**config.mk**
```make
export PLATFORM = sky130hd
export DESIGN_NAME = uart_receiver
export DESIGN_NICKNAME = d
export VERILOG_FILES = /design/src/rtl/uart_pkg.sv /design/src/rtl/uart_receiver_shift.sv /design/src/rtl/uart_receiver.sv
export SDC_FILE = /design/constraint.sdc
export NUM_CORES = 1
export LEC_CHECK = 0
export BUFFER_PORTS_ARGS = -buffer_cell sky130_fd_sc_hd__buf_2
export CAP_MARGIN = 20
export CORE_AREA = 3 3 157 235
export DETAILED_ROUTE_END_ITERATION = 10
export DIE_AREA = 0 0 160 238
export HOLD_SLACK_MARGIN = 0.06
export PLACE_DENSITY_LB_ADDON = 0.3
export SLEW_MARGIN = 20
export SYNTH_ARGS = -nofsm -noshare
export SYNTH_HDL_FRONTEND = slang
export SYNTH_SLANG_ARGS = --single-unit
```
**constraint.sdc**
```tcl
create_clock -name uart_receiver_clock -period 7.3 [get_ports uart_receiver_clock]
set_clock_uncertainty 0.15 [all_clocks]
set_input_delay 1.46 -clock uart_receiver_clock [delete_from_list [all_inputs] [get_ports uart_receiver_clock]]
set_output_delay 1.46 -clock uart_receiver_clock [all_outputs]
set_load 0.02 [all_outputs]
```
**src/rtl/uart_pkg.sv**
```systemverilog
// Shared link definitions for the btint matrix UART pair.
// Geometry, FSM states and element indexing live here so both link ends agree.
package uart_pkg;

   localparam int ROWS             = 4;
   localparam int COLS             = 4;
   localparam int DIGITS           = 8;
   localparam int DIGITS_PER_FRAME = 4;
   localparam int STOP_BITS        = 2;

   typedef enum logic [1:0] {
      IDLE,
      DATA,
      STOP
   } rx_state_t;

   // Flat element slot: row 0 / column 0 sits in the most significant slot.
   function automatic logic [3:0] element_index(input logic [1:0] r, input logic [1:0] c);
      return 4'((ROWS - 1 - int'(r)) * COLS + (COLS - 1 - int'(c)));
   endfunction

endpackage

```
**src/rtl/uart_receiver_shift.sv**
```systemverilog
// Digit-pair deserializer: counts the 8 DATA bits of a frame and builds the
// a and b nibbles (even bit index -> a digit, odd bit index -> b digit).
module uart_receiver_shift
   import uart_pkg::*;
(
   input  logic                        uart_receiver_clock,
   input  logic                        uart_receiver_reset_active_low,
   input  logic                        shift_en,
   input  logic                        serial_bit,
   output logic [DIGITS_PER_FRAME-1:0] a_nibble,
   output logic [DIGITS_PER_FRAME-1:0] b_nibble,
   output logic                        last_bit
);

   logic [2:0] bit_idx;

   always_ff @(posedge uart_receiver_clock or negedge uart_receiver_reset_active_low) begin
      if (!uart_receiver_reset_active_low) begin
         bit_idx  <= '0;
         a_nibble <= '0;
         b_nibble <= '0;
      end else if (shift_en) begin
         if (bit_idx[0])
            b_nibble[bit_idx[2:1]] <= serial_bit;
         else
            a_nibble[bit_idx[2:1]] <= serial_bit;
         bit_idx <= bit_idx + 3'd1;
      end
   end

   assign last_bit = (bit_idx == 3'd7);

endmodule

```
**src/rtl/uart_receiver.sv**
```systemverilog
// Receives one 4x4 btint matrix column (two 11-bit frames per element) and
// commits each element into the held output matrix. Framing check is enabled
// by defining UART_RECEIVER_FRAMING_CHECK_EN.
module uart_receiver
   import uart_pkg::*;
(
   input  logic               uart_receiver_clock,
   input  logic               uart_receiver_reset_active_low,
   input  logic               uart_receiver_input,
   input  logic signed [31:0] uart_receiver_column,
   output logic [127:0]       uart_receiver_output_btint_a,
   output logic [127:0]       uart_receiver_output_btint_b,
   output logic [31:0]        uart_receiver_output_overflow,
   output logic               uart_receiver_output_valid,
   output logic               uart_receiver_framing_error
);

   rx_state_t          state, next_state;
   logic [1:0]         row;
   logic               half;
   logic               stop_cnt;
   logic signed [31:0] col_q;
   logic [DIGITS-1:0]  shadow_a, shadow_b;
   logic               elem_bad;
   logic [3:0]         a_nib, b_nib;
   logic               last_bit, shift_en, stop_bad, frame_done;

   logic               commit_q, commit_ok, commit_flag, last_col_q, stop_bad_q;
   logic [DIGITS-1:0]  commit_a, commit_b;
   logic [1:0]         commit_row, commit_col;
   logic [3:0]         elem_idx;
   logic [6:0]         digit_lsb;
   logic [4:0]         ovf_lsb;

   uart_receiver_shift u_shift (
      .uart_receiver_clock            (uart_receiver_clock),
      .uart_receiver_reset_active_low (uart_receiver_reset_active_low),
      .shift_en                       (shift_en),
      .serial_bit                     (uart_receiver_input),
      .a_nibble                       (a_nib),
      .b_nibble                       (b_nib),
      .last_bit                       (last_bit)
   );

   assign frame_done = (state == STOP) && (stop_cnt == 1'(STOP_BITS - 1));

`ifdef UART_RECEIVER_FRAMING_CHECK_EN
   assign stop_bad = (state == STOP) && !uart_receiver_input;
`else
   assign stop_bad = 1'b0;
`endif

   always_ff @(posedge uart_receiver_clock or negedge uart_receiver_reset_active_low) begin
      if (!uart_receiver_reset_active_low)
         state <= IDLE;
      else
         state <= next_state;
   end

   always_comb begin
      next_state = state;
      shift_en   = 1'b0;
      case (state)
         IDLE: if (!uart_receiver_input) next_state = DATA;
         DATA: begin
            shift_en = 1'b1;
            if (last_bit) next_state = STOP;
         end
         STOP: if (frame_done) next_state = IDLE;
         default: next_state = IDLE;
      endcase
   end

   // Element assembly; a finished element is staged one cycle before it hits the matrix.
   always_ff @(posedge uart_receiver_clock or negedge uart_receiver_reset_active_low) begin
      if (!uart_receiver_reset_active_low) begin
         row         <= '0;
         half        <= 1'b0;
         stop_cnt    <= 1'b0;
         col_q       <= '0;
         shadow_a    <= '0;
         shadow_b    <= '0;
         elem_bad    <= 1'b0;
         commit_q    <= 1'b0;
         commit_ok   <= 1'b0;
         commit_flag <= 1'b0;
         commit_a    <= '0;
         commit_b    <= '0;
         commit_row  <= '0;
         commit_col  <= '0;
         last_col_q  <= 1'b0;
         stop_bad_q  <= 1'b0;
      end else begin
         commit_q   <= 1'b0;
         last_col_q <= 1'b0;
         stop_bad_q <= stop_bad;
         if (state == IDLE && !uart_receiver_input && row == 2'd0 && !half)
            col_q <= uart_receiver_column;
         if (state == STOP) begin
            stop_cnt <= stop_cnt + 1'b1;
            if (stop_cnt == 1'b0) begin
               shadow_a[{half, 2'b00} +: 4] <= a_nib;
               shadow_b[{half, 2'b00} +: 4] <= b_nib;
            end
            if (stop_bad) elem_bad <= 1'b1;
            if (frame_done) begin
               if (!half) begin
                  half <= 1'b1;
               end else begin
                  half        <= 1'b0;
                  row         <= row + 2'd1;
                  elem_bad    <= 1'b0;
                  commit_q    <= 1'b1;
                  commit_ok   <= (col_q >= 0) && (col_q <= 3);
                  commit_flag <= elem_bad | stop_bad;
                  commit_a    <= shadow_a;
                  commit_b    <= shadow_b;
                  commit_row  <= row;
                  commit_col  <= col_q[1:0];
                  last_col_q  <= (row == 2'd3);
               end
            end
         end
      end
   end

   assign elem_idx  = element_index(commit_row, commit_col);
   assign digit_lsb = {elem_idx, 3'b000};
   assign ovf_lsb   = {elem_idx, 1'b0};

   always_ff @(posedge uart_receiver_clock or negedge uart_receiver_reset_active_low) begin
      if (!uart_receiver_reset_active_low) begin
         uart_receiver_output_btint_a  <= '0;
         uart_receiver_output_btint_b  <= '0;
         uart_receiver_output_overflow <= '0;
         uart_receiver_output_valid    <= 1'b0;
         uart_receiver_framing_error   <= 1'b0;
      end else begin
         uart_receiver_output_valid  <= last_col_q;
         uart_receiver_framing_error <= stop_bad_q;
         if (commit_q && commit_ok) begin
            uart_receiver_output_btint_a[digit_lsb +: 8]  <= commit_a;
            uart_receiver_output_btint_b[digit_lsb +: 8]  <= commit_b;
            uart_receiver_output_overflow[ovf_lsb +: 2] <= commit_flag ? 2'b11 : 2'b00;
         end
      end
   end

endmodule
```
==> impl_results.md, run 1 <==
- CTS sink count: 345
- RSZ-0062 raised after global routing: no
- Met2 WL post-DR: 18.5 mm
- Worst Hold Class: reg2reg
- Synth warnings: 0
- DR vias: 8150
- Top layer in use: met4
- M1 wire length: 13.4 mm
- Clock power frac: 39.3%
- Worst path cell trace: inv_1 > ha_1 > nand4b_2 > or4b_1 > mux2_4
- Main synth FF type: dfrtp_1
- Crit-path slowest cell: or4b_1
- Vias in the first global route: 8507
- R2r setup slk: 4.27 ns
- Final nets: 1234
- Max-slew violations: 0
- Post-synth EDFFs: 0
- Clk root buf: clkbuf_16
- Die width: 160 um
- Port Buffer Count: 291
- Ys async rst share: 100%
- Max incr delay on CP: 0.98 ns
- DR WL met3: 1.38 mm
- Seq cells post-synth: 345
- P per Cell Area: 265 nW/um^2
- CP Launch Type: flip-flop
- DRC: 0
- Comb pwr share: 10.0%
- Gr ovfl total: 0
- Largest net degree at the start of global routing: 128
- GRT Total Usage: 17.7%
- Mapped Cells: 915
- # hold bufs at CTS: 0
- FF-to-FF End: uart_receiver_output_btint_a[101]
- WL/cell: 20.4 um
- Register area: 8630 sq um
- Sw Pwr: 0.00109 W
- Clock-pin slew on the worst setup and hold paths: 0.06 ns
- Initial antenna violation count: 0
- Hold Vio Cnt, Final: 0
- Worst endpoint required time: 7.54 ns
- # IOs: 325
- Worst-margin pin slew: 1.09 ns
- Num CTS Buffers: 35
- Synth Cell Area: 13900 sq um
- Effective utilization at floorplan: 39.7%
- Setup-failing EPs final: 0
- Max clock buf depth: 3
- Shortest period the worst path allows: 3.03 ns
- CP startpoint: commit_col[0]
- Post-DR vias/cell: 4.84
- Critical path class: reg2reg
- Maximum VDD drop: 182 uV
- Setup Buffers After CTS: 0
- Final Wtd Congestion: 0.775
- Worst setup path end: uart_receiver_output_btint_a[101]
- Initial DRC count: 356
- Count of different cell masters after synthesis: 42
- Worst path arrival time: 3.26 ns
- Multi-input gate area: 4920 sq um
- Seq pwr share: 50.8%
- Synth Area per Inst: 15.2 sq um
- Leak: 9.19 nW
- Internal power: 0.00336 W
- Die height: 238 um
- Run status: completed
- Die ar.: 38100 sq um
- Reg2Reg Depth: 5
- Switch share: 24.5%
- Syn-to-layout area delta: 20.5%
- Share of layout cells above drive strength 1: 57.4%
- Layout Utilization: 47.9%
- CP endpoint kind: flip-flop
- Reg2reg start: commit_col[0]
- Ant. Diodes: 0
- First-pass GRT wire length: 52.1 mm
- Final HPWL DP: 24.2 mm
- Core Area: 35100 sq um
- Slew headroom: 27.2%
- Register area share after synthesis: 61.9%
- Drt first pass iters: 4
- Total Wirelength: 34.4 mm
- Fmax: 330 MHz
- Clock latency at the later pin of the worst-skew pair: 0.52 ns
- CTS H-tree depth: 2
- Antenna-violating nets left: 0
- Cts repair resizes: 0
- Row count: 84
- Final Cycle Share: 41.5%
- Final TNS setup: 0 ns
- Worst-path maximum fanout: 16
- CTS tree: built
- Number of fill cells in the layout: 3245
- Number of max-cap violations: 0
cell families (layout without fill, tap and decap cells):
group	Yosys count	count (layout)	synth area share, %
AND/OR/NAND/NOR	118	118	5.33
other	1	33	0.0269
AO/OA/AOI/OAI	11	11	0.512
adder cells (fa/ha/maj)	7	7	0.628
XOR/XNOR	7	7	0.548
buffers and inverters	93	358	3.86
multiplexers	333	333	27.2
flip-flops	345	345	61.9
sequential cells by signal (all words and copies together) (netlist names), 3 cells and up:
signal / flops
uart_receiver_output_btint_a: 128
uart_receiver_output_btint_b: 128
col_q: 32
commit_a: 8
commit_b: 8
shadow_a: 8
shadow_b: 8
u_shift.a_nibble: 4
u_shift.b_nibble: 4
u_shift.bit_idx: 3
Yosys cell counts (6+ instances only):
cell	instances	area, sq um
clkbuf_1	28	105
nor2_1	8	30.0
nand2_1	8	30.0
nand3_1	6	30.0
and3_1	7	43.8
buf_2	16	80.1
and2_1	35	219
nor4_1	8	50.1
mux2_2	323	3640
nor2b_1	17	106
buf_4	43	323
mux2_4	10	150
ha_1	7	87.6
dfrtp_1	345	8630
power groups by stage:
| stage | clock network, W | logic, W | registers [W] |
|---|---|---|---|
| 6_report | 0.00175 | 0.000443 | 0.00226 |
| 3_3_place_gp | 0 | 0.000435 | 0.00229 |
| 5_1_grt | 0.00186 | 0.000497 | 0.00229 |
| 2_1_floorplan | 0 | 0.000381 | 0.00221 |
| 4_1_cts | 0.00180 | 0.000455 | 0.00226 |
| 3_5_place_dp | 0 | 0.000454 | 0.00229 |
layout make-up:
class | instances | area share [%]
Clock buffer | 52 | 6.25
Clock inverter | 5 | 0.343
Inverter | 5 | 0.112
Multi-Input combinational cell | 509 | 29.3
Sequential cell | 345 | 51.4
Tap cell | 473 | 3.52
Timing Repair Buffer | 296 | 9.10
layer usage:
metal	vias to the layer above	track usage, %
met5	-	0
met4	0	6.21
met3	56	2.64
met2	208	32.6
met1	4218	20.9
li1	3668	-
critical path: cells and delay by family, from the launching register on:
kind / cells / cell delay (ns)
and+or+nand+nor: 2 / 1.28
buffers and inverters: 1 / 0.11
muxes: 1 / 0.45
adders and majority gates: 1 / 0.37
DFF: 1 / 0.53
cells in the final DEF, fill, tap and decap left out, types with 2 or more instances in the layout:
| cell | Yosys | layout |
|---|---|---|
| inv_1 | 5 | 5 |
| and3_1 | 7 | 7 |
| nand2_2 | 2 | 2 |
| o21ai_0 | 2 | 2 |
| clkbuf_16 | 0 | 35 |
| dfrtp_1 | 345 | 345 |
| nand4_1 | 4 | 4 |
| clkinv_2 | 0 | 2 |
| nor3_4 | 2 | 5 |
| mux2_4 | 10 | 10 |
| nand2_1 | 8 | 8 |
| buf_4 | 43 | 3 |
| ha_1 | 7 | 7 |
| conb_1 | 1 | 33 |
| buf_12 | 0 | 2 |
| nor2_2 | 4 | 4 |
| nor2_1 | 8 | 8 |
| clkbuf_8 | 0 | 11 |
| nor4_1 | 8 | 8 |
| nand3_1 | 6 | 6 |
| nor2b_1 | 17 | 17 |
| inv_6 | 0 | 2 |
| nor3b_1 | 3 | 3 |
| nand2b_1 | 5 | 5 |
| mux2_2 | 323 | 323 |
| xnor2_1 | 4 | 4 |
| buf_2 | 16 | 290 |
| nand3b_1 | 2 | 2 |
| and2_1 | 35 | 35 |
| clkbuf_1 | 28 | 6 |
worst min path at each step:
stage | depth (start not counted) | end | slack, ns | startpoint
after floorplan | 0 | uart_receiver_output_valid | 0.18 | last_col_q
after global placement | 0 | uart_receiver_output_valid | 0.19 | last_col_q
after detailed placement | 0 | uart_receiver_output_valid | 0.19 | last_col_q
after CTS | 0 | uart_receiver_output_valid | 0.21 | last_col_q
after global routing | 0 | uart_receiver_output_valid | 0.22 | last_col_q
final | 0 | uart_receiver_output_valid | 0.21 | last_col_q
through the flow:
step / hold slack, ns / power, W / worst slack [ns] / cell area [sq um] / std cells
2_1_floorplan: 0.181 / 0.00259 / 4.41 / 14100 / 947
3_3_place_gp: 0.193 / 0.00272 / 4.08 / 15700 / 1628
3_5_place_dp: 0.193 / 0.00275 / 3.99 / 15700 / 1628
4_1_cts: 0.214 / 0.00451 / 3.96 / 16800 / 1685
5_1_grt: 0.220 / 0.00465 / 4.10 / 16800 / 1685
6_report: 0.214 / 0.00445 / 4.27 / 16800 / 1685
Power figures use the tool's default switching activity.
==> run 2, diff against run 1 <==
- ABC_AREA: unset -> 1
- CORE_AREA: 3 3 157 235 -> 3 3 159 238
- DIE_AREA: 0 0 160 238 -> 0 0 162 241
- clock period: 7.3 -> 3.1 ns (I/O delays scaled with it)
==> impl_results.md, run 2 <==
- Ant. Diodes: 0
- DRC: 0
- Routing usage on met2: 41.0%
- Slew headroom: 44.2%
- Post-synth EDFFs: 0
- Clock-pin slew on the worst setup and hold paths: 0.06 ns
- Max incr delay on CP: 0.60 ns
- Die height: 241 um
- Setup Buffers After CTS: 0
- Core Area: 35900 sq um
- Fmax: 352 MHz
- Most numerous cell in the Yosys netlist: nand2_1
- Final Wtd Congestion: 0.883
- Worst path arrival time: 3.09 ns
- P per Cell Area: 601 nW/um^2
- Top cell type's share of synthesized area: 60.6%
- Effective utilization at floorplan: 39.6%
- Share of layout cells above drive strength 1: 21.3%
- Number of max-cap violations: 0
- Seq cells post-synth: 345
- Synth Area per Inst: 8.84 sq um
- Die ar.: 39000 sq um
- CTS tree: built
- Number of fill cells in the layout: 3537
- Worst endpoint required time: 3.35 ns
- Antenna-violating nets left: 0
- Cell taking the most area after synthesis: dfrtp_1
- Die width: 162 um
- Vias in the first global route: 11645
- Worst-path maximum fanout: 18
- Worst-margin pin slew: 0.831 ns
- Post-Layout Cell Count: 2391
- Most frequent CP cell: nand2_1
- Met3 Usage GRT: 5.48%
- Maximum VDD drop: 467 uV
- Run status: completed
- Leak: 9.75 nW
- Commonest cells in the netlist: nand2_1, dfrtp_1, o21ai_0
- Setup-failing EPs final: 0
- Worst path cell trace: inv_2 > ha_1 > buf_4 > nand3_4 > nor2_4 > nand3_1 > nand2_1 > nand2_1
- Top Registers: uart_receiver_output_btint_a (128), uart_receiver_output_btint_b (128), col_q (32)
- Total Wirelength: 44.2 mm
- Initial antenna violation count: 1
- DR vias: 11898
- Synth warnings: 0
- CTS H-tree depth: 2
- Shortest period the worst path allows: 2.84 ns
- First-pass GRT wire length: 67.7 mm
- Register area share after synthesis: 60.6%
- CP Launch Type: flip-flop
- Placed insts: 2327
- Critical path class: reg2reg
- Clk root buf: clkbuf_16
- Max-slew violations: 0
- Syn-to-layout area delta: 21.4%
- Sum of buffers and inverters on the critical path: 2
- CP endpoint kind: flip-flop
- Hold Vio Cnt, Final: 0
- Largest net degree at the start of global routing: 88
- Mapped Cells: 1611
- Main synth FF type: dfrtp_1
- Gr ovfl total: 0
- Most frequent cells in the layout: nand2_1, dfrtp_1, buf_2
- Final HPWL DP: 32.9 mm
- # IOs: 325
- GRT Total Usage: 22.4%
- Crit-path slowest cell: nand3_1
- Most used routing layer in global routing: met2
- WL/cell: 18.5 um
- Worst Hold Class: in2reg
- Max clock buf depth: 3
- CTS sink count: 345
- Final nets: 1930
- Post-DR vias/cell: 4.98
- RSZ-0062 raised after global routing: no
- Leading cell type in the layout, fill and taps excluded: nand2_1
- Met1 usage: 25.1%
- Clock latency at the later pin of the worst-skew pair: 0.52 ns
- Num CTS Buffers: 36
- Drt first pass iters: 5
- Initial DRC count: 904
- Synth Cell Area: 14200 sq um
- Count of different cell masters after synthesis: 27
- Synth area leaders: dfrtp_1, nand2_1, o21ai_0
- Row count: 85
- Ys async rst share: 100%
- Port Buffer Count: 291
- CP top delay family: simple AND/OR/NAND/NOR gates
- Cts repair resizes: 0
- Final Cycle Share: 91.6%
- Layout Utilization: 48.1%
- Final TNS setup: 0 ns
[run 2: changes by cell type after synthesis, moves of 59 or more]
| cell | previous run | this run |
|---|---|---|
| nand4_1 | 4 | 77 |
| nor2_1 | 8 | 67 |
| nand3_1 | 6 | 93 |
| nand2_1 | 8 | 632 |
| inv_1 | 5 | 77 |
| mux2_2 | 323 | 0 |
| o21ai_0 | 2 | 135 |
[run 2: final timing paths]
kind / from / end / slack [ns] / cells past startpoint
max in group asynchronous: uart_receiver_reset_active_low / uart_receiver_output_btint_a[0] / 1.43 / 3
min: uart_receiver_column[19] / col_q[19] / 0.19 / 3
max reg2reg: commit_col[0] / uart_receiver_output_btint_a[113] / 0.26 / 8
max: commit_col[0] / uart_receiver_output_btint_a[113] / 0.26 / 8
min reg2reg: last_col_q / uart_receiver_output_valid / 0.21 / 0
min in group asynchronous: uart_receiver_reset_active_low / col_q[25] / 0.49 / 2
[run 2: power breakdown]
| group | internal, W | switching [W] |
|---|---|---|
| sequential | 0.00488 | 0.000231 |
| combinational | 0.000301 | 0.000645 |
| clock | 0.00257 | 0.00178 |
[run 2: worst min-delay path, cell delays in order]
cell and delay (ns):
buf_2 0.09, inv_1 0.03, o21ai_0 0.07
[run 2: repair_timing]
action                     4_1_cts  5_1_grt
hold buffers                     1        0
setup endpoints to repair        0        0
hold endpoints to repair        63        0
[run 2: per-layer routing]
layer	vias to the layer above	share of wire [%]	wire length (um)
met5	-	0.029	13
met4	2	4.0	1750
met3	92	7.6	3360
met2	426	52	23000
met1	5739	36	16100
li1	5639	-	-
[run 2: final cells by class]
type | instances | area, sq um | area share (%)
sequential | 345 | 8630 | 49.9
multi-input combinational | 1091 | 4780 | 27.6
timing repair buffer | 329 | 1790 | 10.4
clock buffer | 49 | 1020 | 5.90
tap | 478 | 598 | 3.46
inverter | 85 | 319 | 1.84
clock inverter | 14 | 159 | 0.918
[run 2: logic make-up (layout without fill, tap and decap cells)]
logic type	Yosys count	after routing	share of synthesized area, %
compound gates	148	148	5.20
xor+xnor	3	3	0.184
simple gates	900	900	26.6
flops	345	345	60.6
fa+ha+maj	7	7	0.615
other cells	1	33	0.0263
buf+inv	207	477	6.78
[run 2: through the flow]
step | total power (W) | hold WS (ns) | setup WS [ns] | instance area (sq um)
floorplan | 0.00583 | 0.174 | 0.662 | 14400
global placement | 0.00609 | 0.196 | 0.463 | 16100
detailed placement | 0.00615 | 0.198 | 0.323 | 16100
CTS | 0.0105 | 0.170 | 0.276 | 17300
global route | 0.0109 | 0.203 | 0.0361 | 17300
finish | 0.0104 | 0.188 | 0.259 | 17300
